==> src/rtl/mdt_word_injector.sv <==
// Host-side AGC monitor word injector.
// Accepts one 16-bit word per valid/ready handshake and drives it onto the MDT
// lines during a chosen window of the AGC's MT01..MT12 time pulses, then
// reports OK, ABORT (MGOJAM) or TIMEOUT (no target pulse within N MCTs).
// Ports:
//   SIM_CLK, SIM_RST   clock and synchronous active-high reset
//   MT[11:0]           MT12..MT01 one-hot time pulses from the AGC
//   MGOJAM             AGC GOJAM monitor; aborts any transfer in flight
//   wr_valid/wr_data   host word offer; wr_ready accepts it (IDLE, no GOJAM)
//   MDT[15:0]          MDT16..MDT01 injection bus
//   busy, done, status transfer in progress, end pulse, result code
module mdt_word_injector #(
  parameter int unsigned TARGET_TP   = 7,
  parameter int unsigned HOLD_TP     = 1,
  parameter int unsigned TIMEOUT_MCT = 16
) (
  input  logic        SIM_CLK,
  input  logic        SIM_RST,
  input  logic [11:0] MT,
  input  logic        MGOJAM,
  input  logic        wr_valid,
  input  logic [15:0] wr_data,
  output logic        wr_ready,
  output logic [15:0] MDT,
  output logic        busy,
  output logic        done,
  output logic [1:0]  status
);

  localparam int unsigned MT_W   = 12;
  localparam int unsigned TP_W   = 4;
  localparam int unsigned WORD_W = 16;
  localparam int unsigned CNT_W  = 8;

  // Window end never wraps past TP12.
  localparam int unsigned HI_RAW = TARGET_TP + HOLD_TP - 1;
  localparam logic [TP_W-1:0]  TP_LO  = TP_W'(TARGET_TP);
  localparam logic [TP_W-1:0]  TP_HI  = (HI_RAW > MT_W) ? TP_W'(MT_W) : TP_W'(HI_RAW);
  localparam logic [CNT_W-1:0] TO_CNT = CNT_W'(TIMEOUT_MCT);

  localparam logic [1:0] RES_OK      = 2'b00;
  localparam logic [1:0] RES_ABORT   = 2'b01;
  localparam logic [1:0] RES_TIMEOUT = 2'b10;

  if (TARGET_TP < 1 || TARGET_TP > 12) begin : g_bad_target
    $error("mdt_word_injector: TARGET_TP must be 1..12");
  end
  if (HOLD_TP < 1 || HOLD_TP > 12) begin : g_bad_hold
    $error("mdt_word_injector: HOLD_TP must be 1..12");
  end
  if (TIMEOUT_MCT < 1 || TIMEOUT_MCT > 255) begin : g_bad_timeout
    $error("mdt_word_injector: TIMEOUT_MCT must be 1..255");
  end

  typedef enum logic [1:0] {
    ST_IDLE  = 2'd0,
    ST_WAIT  = 2'd1,
    ST_DRIVE = 2'd2,
    ST_DONE  = 2'd3
  } state_t;

  state_t              state, state_d;
  logic [WORD_W-1:0]   word, word_d;
  logic [WORD_W-1:0]   mdt_d;
  logic [1:0]          status_d;
  logic [CNT_W-1:0]    cnt, cnt_d;
  logic [MT_W-1:0]     mt_q, mt_q_d;
  logic [TP_W-1:0]     tp;
  logic                rise_tgt, rise_12, in_window;

  // Free-running MT sampler; only edges seen after a transfer matter.
  always_ff @(posedge SIM_CLK) begin
    mt_q   <= MT;
    mt_q_d <= mt_q;
  end

  // Current time pulse number; zero for no pulse or an overlap glitch.
  always_comb begin
    tp = '0;
    if ($onehot(mt_q)) begin
      for (int i = 0; i < MT_W; i++) begin
        if (mt_q[i]) tp = TP_W'(i + 1);
      end
    end
  end

  assign rise_tgt  = mt_q[TARGET_TP-1] & ~mt_q_d[TARGET_TP-1];
  assign rise_12   = mt_q[MT_W-1] & ~mt_q_d[MT_W-1];
  assign in_window = (tp >= TP_LO) && (tp <= TP_HI);

  assign wr_ready = (state == ST_IDLE) && !MGOJAM;
  assign busy     = (state != ST_IDLE);
  assign done     = (state == ST_DONE);

  // State register and registered MDT/status.
  always_ff @(posedge SIM_CLK) begin
    if (SIM_RST) begin
      state  <= ST_IDLE;
      word   <= '0;
      MDT    <= '0;
      status <= RES_OK;
      cnt    <= '0;
    end else begin
      state  <= state_d;
      word   <= word_d;
      MDT    <= mdt_d;
      status <= status_d;
      cnt    <= cnt_d;
    end
  end

  // Next-state and output logic. GOJAM outranks target and timeout events,
  // and a target rise outranks an MT12 rise on the same cycle.
  always_comb begin
    state_d  = state;
    word_d   = word;
    mdt_d    = MDT;
    status_d = status;
    cnt_d    = cnt;
    case (state)
      ST_IDLE: begin
        if (wr_valid && wr_ready) begin
          word_d  = wr_data;
          cnt_d   = '0;
          state_d = ST_WAIT;
        end
      end
      ST_WAIT: begin
        if (MGOJAM) begin
          state_d  = ST_DONE;
          mdt_d    = '0;
          status_d = RES_ABORT;
        end else if (rise_tgt) begin
          state_d = ST_DRIVE;
          mdt_d   = word;
        end else if (rise_12) begin
          if (cnt != '1) cnt_d = cnt + CNT_W'(1);
          if (cnt_d >= TO_CNT) begin
            state_d  = ST_DONE;
            status_d = RES_TIMEOUT;
          end
        end
      end
      ST_DRIVE: begin
        if (MGOJAM) begin
          state_d  = ST_DONE;
          mdt_d    = '0;
          status_d = RES_ABORT;
        end else if (!in_window) begin
          state_d  = ST_DONE;
          mdt_d    = '0;
          status_d = RES_OK;
        end
      end
      ST_DONE: begin
        state_d = ST_IDLE;
      end
      default: begin
        state_d = ST_IDLE;
      end
    endcase
  end

endmodule
==> config.mk <==
export PLATFORM = sky130hd
export DESIGN_NAME = mdt_word_injector
export DESIGN_NICKNAME = d
export VERILOG_FILES = /design/src/rtl/mdt_word_injector.sv
export SDC_FILE = /design/constraint.sdc
export NUM_CORES = 1
export LEC_CHECK = 0
export ABC_AREA = 1
export CORE_ASPECT_RATIO = 1.2
export CORE_UTILIZATION = 35
export DETAILED_ROUTE_END_ITERATION = 8
export PLACE_DENSITY = 0.6
export RECOVER_POWER = 100
export SLEW_MARGIN = 30
export SYNTH_ARGS = -nofsm -noshare
export SYNTH_HDL_FRONTEND = slang
export SYNTH_SLANG_ARGS = --single-unit
==> constraint.sdc <==
create_clock -name SIM_CLK -period 11 [get_ports SIM_CLK]
set_input_delay 1.65 -clock SIM_CLK [delete_from_list [all_inputs] [get_ports SIM_CLK]]
set_output_delay 1.65 -clock SIM_CLK [all_outputs]
set_load 0.1 [all_outputs]
# After elaboration in Yosys (flattened, before gate mapping)
# Index checks and enable logic that the tools add are counted.
dict set report totals {
  ramBits 0
  mem_count 0
  inputBits 32
  register_bits 68
  romBits 0
  latch_bits 0
}
dict set report op_classes {
  n_eq_ne 16
  order_cmp 3
  add_sub_neg 12
  muxes 43
  reduce_logical 13
  multipliers 0
  div 0
  n_shift 0
  bitwise 4
}
# op n
set ops {}
lappend ops {{8-bit 2-to-1 mux} 9}
lappend ops {{16-bit 2-to-1 mux} 4}
lappend ops {{4-bit 2-to-1 mux} 12}
lappend ops {{16-bit one-hot mux with 2 select lines} 1}
lappend ops {{2-bit 2-to-1 mux} 13}
lappend ops {{8-bit one-hot mux with 2 select lines} 1}
lappend ops {{3-bit != test (second input constant)} 5}
lappend ops {{1-bit by 1-bit adder with 2-bit output} 6}
lappend ops {{5-bit AND reduction} 2}
lappend ops {{2-bit by 2-bit adder with 3-bit output} 3}
lappend ops {{8-bit by 1-bit adder with 8-bit output (second input constant)} 1}
lappend ops {{8-bit by 5-bit >= comparator with 1-bit output (second input constant)} 1}
lappend ops {{4-bit != test (second input constant)} 2}
lappend ops {{8-bit != test (second input constant)} 1}
lappend ops {{2-bit one-hot mux with 4 select lines} 1}
lappend ops {{2-bit != test (second input constant)} 3}
lappend ops {{2-bit nonzero test} 3}
lappend ops {{3-bit by 3-bit adder with 4-bit output} 1}
lappend ops {{4-bit by 3-bit adder with 4-bit output} 1}
lappend ops {{2-bit equality test (second input constant)} 2}
lappend ops {{4-bit by 1-bit equality test with 1-bit output (second input constant)} 1}
lappend ops {{4-bit by 3-bit >= comparator with 1-bit output (second input constant)} 1}
lappend ops {{4-bit by 3-bit <= comparator with 1-bit output (second input constant)} 1}
lappend ops {{2-bit one-hot mux with 2 select lines} 1}
lappend ops {{11 further kinds} 15}

# Depth between registers and ports, before layout
dict set report logic_depth {
  ltp_word 18
  mapped_depth 19
  depth_no_buf 18
}

# Worst setup path before layout
# Ideal clock, no wire load.
dict set report synth_path {
  path_kind {input to output}
  start {input MGOJAM}
  end {output wr_ready}
  arrival_ns 2.952
  path_stages 3
  path_buffers 2
  setup_slack_ns 6.398
  path_cell_list {buf_6 nor2_8 buf_1}
}
dict set report synth_via {
  elab_chain_cells 2
}
# item line_no
set synth_rtl {}
lappend synth_rtl {{start: declaration} 20} ;# input logic MGOJAM,
lappend synth_rtl {{1-bit logical NOT} 91} ;# assign wr_ready = (state == ST_IDLE) && !MGOJAM;
lappend synth_rtl {{1-bit logical AND} 91}
lappend synth_rtl {{end: declaration} 23} ;# output logic wr_ready,
# No other way between the ends.

# Final worst setup path
dict set report layout_path {
  start {register mt_q[0]}
  end {register MDT[11]}
}
dict set report layout_via {
  elab_chain_cells 17
}
# item line_no
set layout_rtl {}
lappend layout_rtl {{start: declaration} 67} ;# logic [MT_W-1:0] mt_q, mt_q_d;
lappend layout_rtl {{start signal: assignment} 73} ;# mt_q <= MT;
lappend layout_rtl {{parallel branches: the longest is 12 deep, another holds 3-bit by 3-bit adder with 4-bit output} -}
lappend layout_rtl {{4-bit 2-to-1 mux (*)} 80} ;# if ($onehot(mt_q)) begin
lappend layout_rtl {{4-bit by 3-bit >= comparator with 1-bit output or 4-bit by 3-bit <= comparator with 1-bit output (tied branches)} 89} ;# assign in_window = (tp >= TP_LO) && (tp <= TP_HI);
lappend layout_rtl {{1-bit logical AND (*)} 89}
lappend layout_rtl {{3-bit != test (no line) (*)} -}
lappend layout_rtl {{3-bit AND reduction (no line) (*)} -}
lappend layout_rtl {{end signal: assignment} 106} ;# MDT <= mdt_d;
lappend layout_rtl {{end: declaration} 24} ;# output logic [15:0] MDT,
# Mark *: on every way between the ends.
# A chain may end at the register's enable or synchronous reset.

==> qor.yml <==
run_status:
  status: "complete, no violations"
clocking:
  numCtsBuffers: 9
  post_cts_buffers: 0
  clock_sinks: 58
  cts_buffer_depth: 2
  cts_max_level: 3
  postCtsHoldBufs: 0
  clk_pin_slew_ns: 0.07
  cts_tree: "built"
  ctsResizeCount: 0
  clock-root-buffer: "clkbuf_8"
  clk_latency_ns: 0.33
setup_path:
  timing.rr.start: "mt_q[0]"
  path_max_fanout: 17
  required_ns: 11.20
  rr_worst_depth: 17
  path_cells: "fa_1, fa_1, inv_1, fa_1, fa_1, inv_1, ha_1, inv_1, fa_1, o211ai_1, nor2_2, nand3_1, nand2_1, nor2_1, clkinvlp_2, nand2_1, a21oi_1"
  cp_num_buf_inv: 4
  crit_path_start_kind: "flip-flop"
  crit_family: "adder cells"
  crit_type: "flip-flop to flip-flop"
  max_stage_delay_ns: 1.00
  regToRegSetupSlack_ns: 5.19
  r2r-end: "MDT[11]"
  cp_common_cell: "fa_1"
  critPathCaptureType: "flip-flop"
  crit_arrival_ns: 6.01
  crit_slowest_cell: "clkinvlp_2"
yosys:
  synth_flop_cell: "dfxtp_1"
  ys_ff_latch: 58
  async_flop_share: 0
  synth_warnings: 0
  synth_fp_nets: 372
  synthCells: 323
  synth-edff-count: 0
  syn-cell-area_sq_um: 2630
  yosysSeqAreaShare: 0.442
  synth_cell_types: 33
  syn_avg_cell_area_sq_um: 8.13
final_layout:
  n_fill_cell: 734
  synthToLayoutAreaGrowth_pct: 29.2
  nets: 424
  diodes: 0
  multi_input_area_sq_um: 1250
  final_layout_size_suffix_gt1_frac: 0.0921
  seq_area_sq_um: 1160
timing:
  fin_tns_setup_ns: 0
  worst_slack_ns: 5.19
  rsz0062_at_grt: "no"
  skew_ns: 0.0142
  period_needed_ns: 5.81
  setup_viol: 0
  fin_hold_ws_ns: 0.355
  worst_pin_slew_ns: 1.25
  slew_violations: 0
  slew_headroom: 0.164
  final-hold-violation-count: 0
  clock.fmax_mhz: 172
  period_share: 0.528
place:
  gp_congestion: 0.755
  io_buffers: 52
  dp_slack_ns: 5.55
  dp_hpwl_um: 3810
floorplanning:
  die_area_sq_um: 7850
  die_h_um: 96.9
  rows: 34
  die_x_um: 81.1
  io_pins: 53
  core_sq_um: 7270
  start_util: 0.361
worst_hold_path:
  min_path_type: "flip-flop to flip-flop"
  hp-start: "mt_q[11]"
  min_to: "mt_q_d[11]"
  whs_path_depth: 0
route:
  ant_nets: 0
  drc: 0
  dr.pass1.iters: 4
  routed-via-count: 2169
  finalWirelength_um: 5450
  wl_per_cell_um: 11.6
  viasPerCell: 4.61
  first_iter_violations: 85
global_route:
  grt-ovfl-total: 0
  grtUsageTotal: 0.153
  grt_pass1_vias: 2111
  grt_pass1_wl_um: 9340
  antenna_found_initial: 0
  grt_max_degree: 40
power:
  powerDensity_nw_per_um2: 222
  p_leak_uw: 0.00139
  peakVddDrop_uv: 153
flow_run:
  cap_violations: 0
-- report_power, final --
group	internal [uW]	total [uW]	leakage [uW]	switching, uW
Combinational	82.2	291	0.000807	209
Sequential	230	244	0.000475	13.9
Clock	129	219	0.000106	89.8
Total	441	754	0.00139	313
-- final cells by class --
class,instances,share of cell area
Clock inverter,7,0.0299
Tap cell,90,0.0332
Clock buffer,9,0.0365
Sequential cell,58,0.342
Timing Repair Buffer,53,0.156
Multi-Input combinational cell,222,0.368
Inverter,31,0.0347
-- kinds of logic (layout without fill, tap and decap cells) --
kind of cell / after synthesis / count (layout) / share of synthesized area
AOI/OAI and AO/OA: 47 / 47 / 0.0982
xor gates and xnor gates: 4 / 4 / 0.0133
adders and majority gates: 17 / 17 / 0.101
buffers and inverters: 43 / 100 / 0.0705
DFF: 58 / 58 / 0.442
and+or+nand+nor: 154 / 154 / 0.275
-- routing by layer --
metal	part of all wire	vias to the layer above	global-route usage
met5	0	-	0
met4	0.0090	0	0.0495
met3	0.059	4	0.0491
met2	0.49	43	0.255
met1	0.44	978	0.183
li1	-	1144	-
-- worst register-to-register path, cell delays in order (launching register included) --
cell and delay [ns]:
dfxtp_1 0.32, fa_1 0.51, fa_1 0.51, inv_1 0.05, fa_1 0.50, fa_1 0.41
inv_1 0.06, ha_1 0.16, inv_1 0.05, fa_1 0.39, o211ai_1 0.22, nor2_2 0.05
nand3_1 0.13, nand2_1 0.09, nor2_1 0.94, clkinvlp_2 1.00, nand2_1 0.23, a21oi_1 0.09
-- flip-flops by register name (all words and copies together), names as in the netlist --
name and flops:
word 16, mt_q_d 2, mt_q 12, status 2
MDT 16, cnt 8, state 2
-- layout by cell type, fill, tap and decap left out, types with 2 or more instances in the layout --
| cell | instances |
|---|---|
| ha_1 | 10 |
| nor2_1 | 25 |
| clkinv_4 | 2 |
| xor2_1 | 4 |
| nor2_2 | 5 |
| nand2_2 | 2 |
| nand2_1 | 74 |
| clkdlybuf4s50_1 | 18 |
| inv_2 | 3 |
| bufinv_16 | 2 |
| nand3_1 | 41 |
| fa_1 | 7 |
| o21ai_0 | 3 |
| a21oi_2 | 2 |
| a21oi_1 | 38 |
| dfxtp_1 | 58 |
| clkbuf_8 | 9 |
| dlygate4sd3_1 | 34 |
| inv_1 | 27 |
| clkinvlp_4 | 2 |
-- cell usage after synthesis (2+ instances only) --
cell,instances,share of area
nand2_1,70,0.10
dfxtp_1,58,0.44
nand3_1,40,0.076
a21oi_1,38,0.072
inv_1,27,0.039
nor2_1,24,0.034
ha_1,10,0.048
fa_1,7,0.053
clkbuf_1,5,0.0072
nand2_2,5,0.012
nor2_2,5,0.012
xor2_1,4,0.013
inv_2,3,0.0043
a21oi_2,2,0.0067
buf_1,2,0.0029
buf_2,2,0.0038
buf_6,2,0.0086
nand3_2,2,0.0076
nor2_4,2,0.0086
o21ai_0,2,0.0038
-- worst max-delay path by stage --
stage | from | endpoint | cells after the start
final | mt_q[0] | MDT[11] | 17
after global routing | mt_q[0] | MDT[10] | 17
after CTS | MGOJAM | wr_ready | 3
after detailed placement | MGOJAM | wr_ready | 3
after global placement | MGOJAM | wr_ready | 3
after floorplan | MGOJAM | wr_ready | 3
-- per-stage QoR --
stage          std cells  utilization  cell area (sq um)  power [uW]
2_1_floorplan        323            -               2630         495
3_3_place_gp         454        0.440               3200         556
3_5_place_dp         454        0.440               3200         559
4_1_cts              470        0.471               3430         780
5_1_grt              470        0.466               3390         802
6_report             470        0.466               3390         754
(Power assumes the default switching activity.)
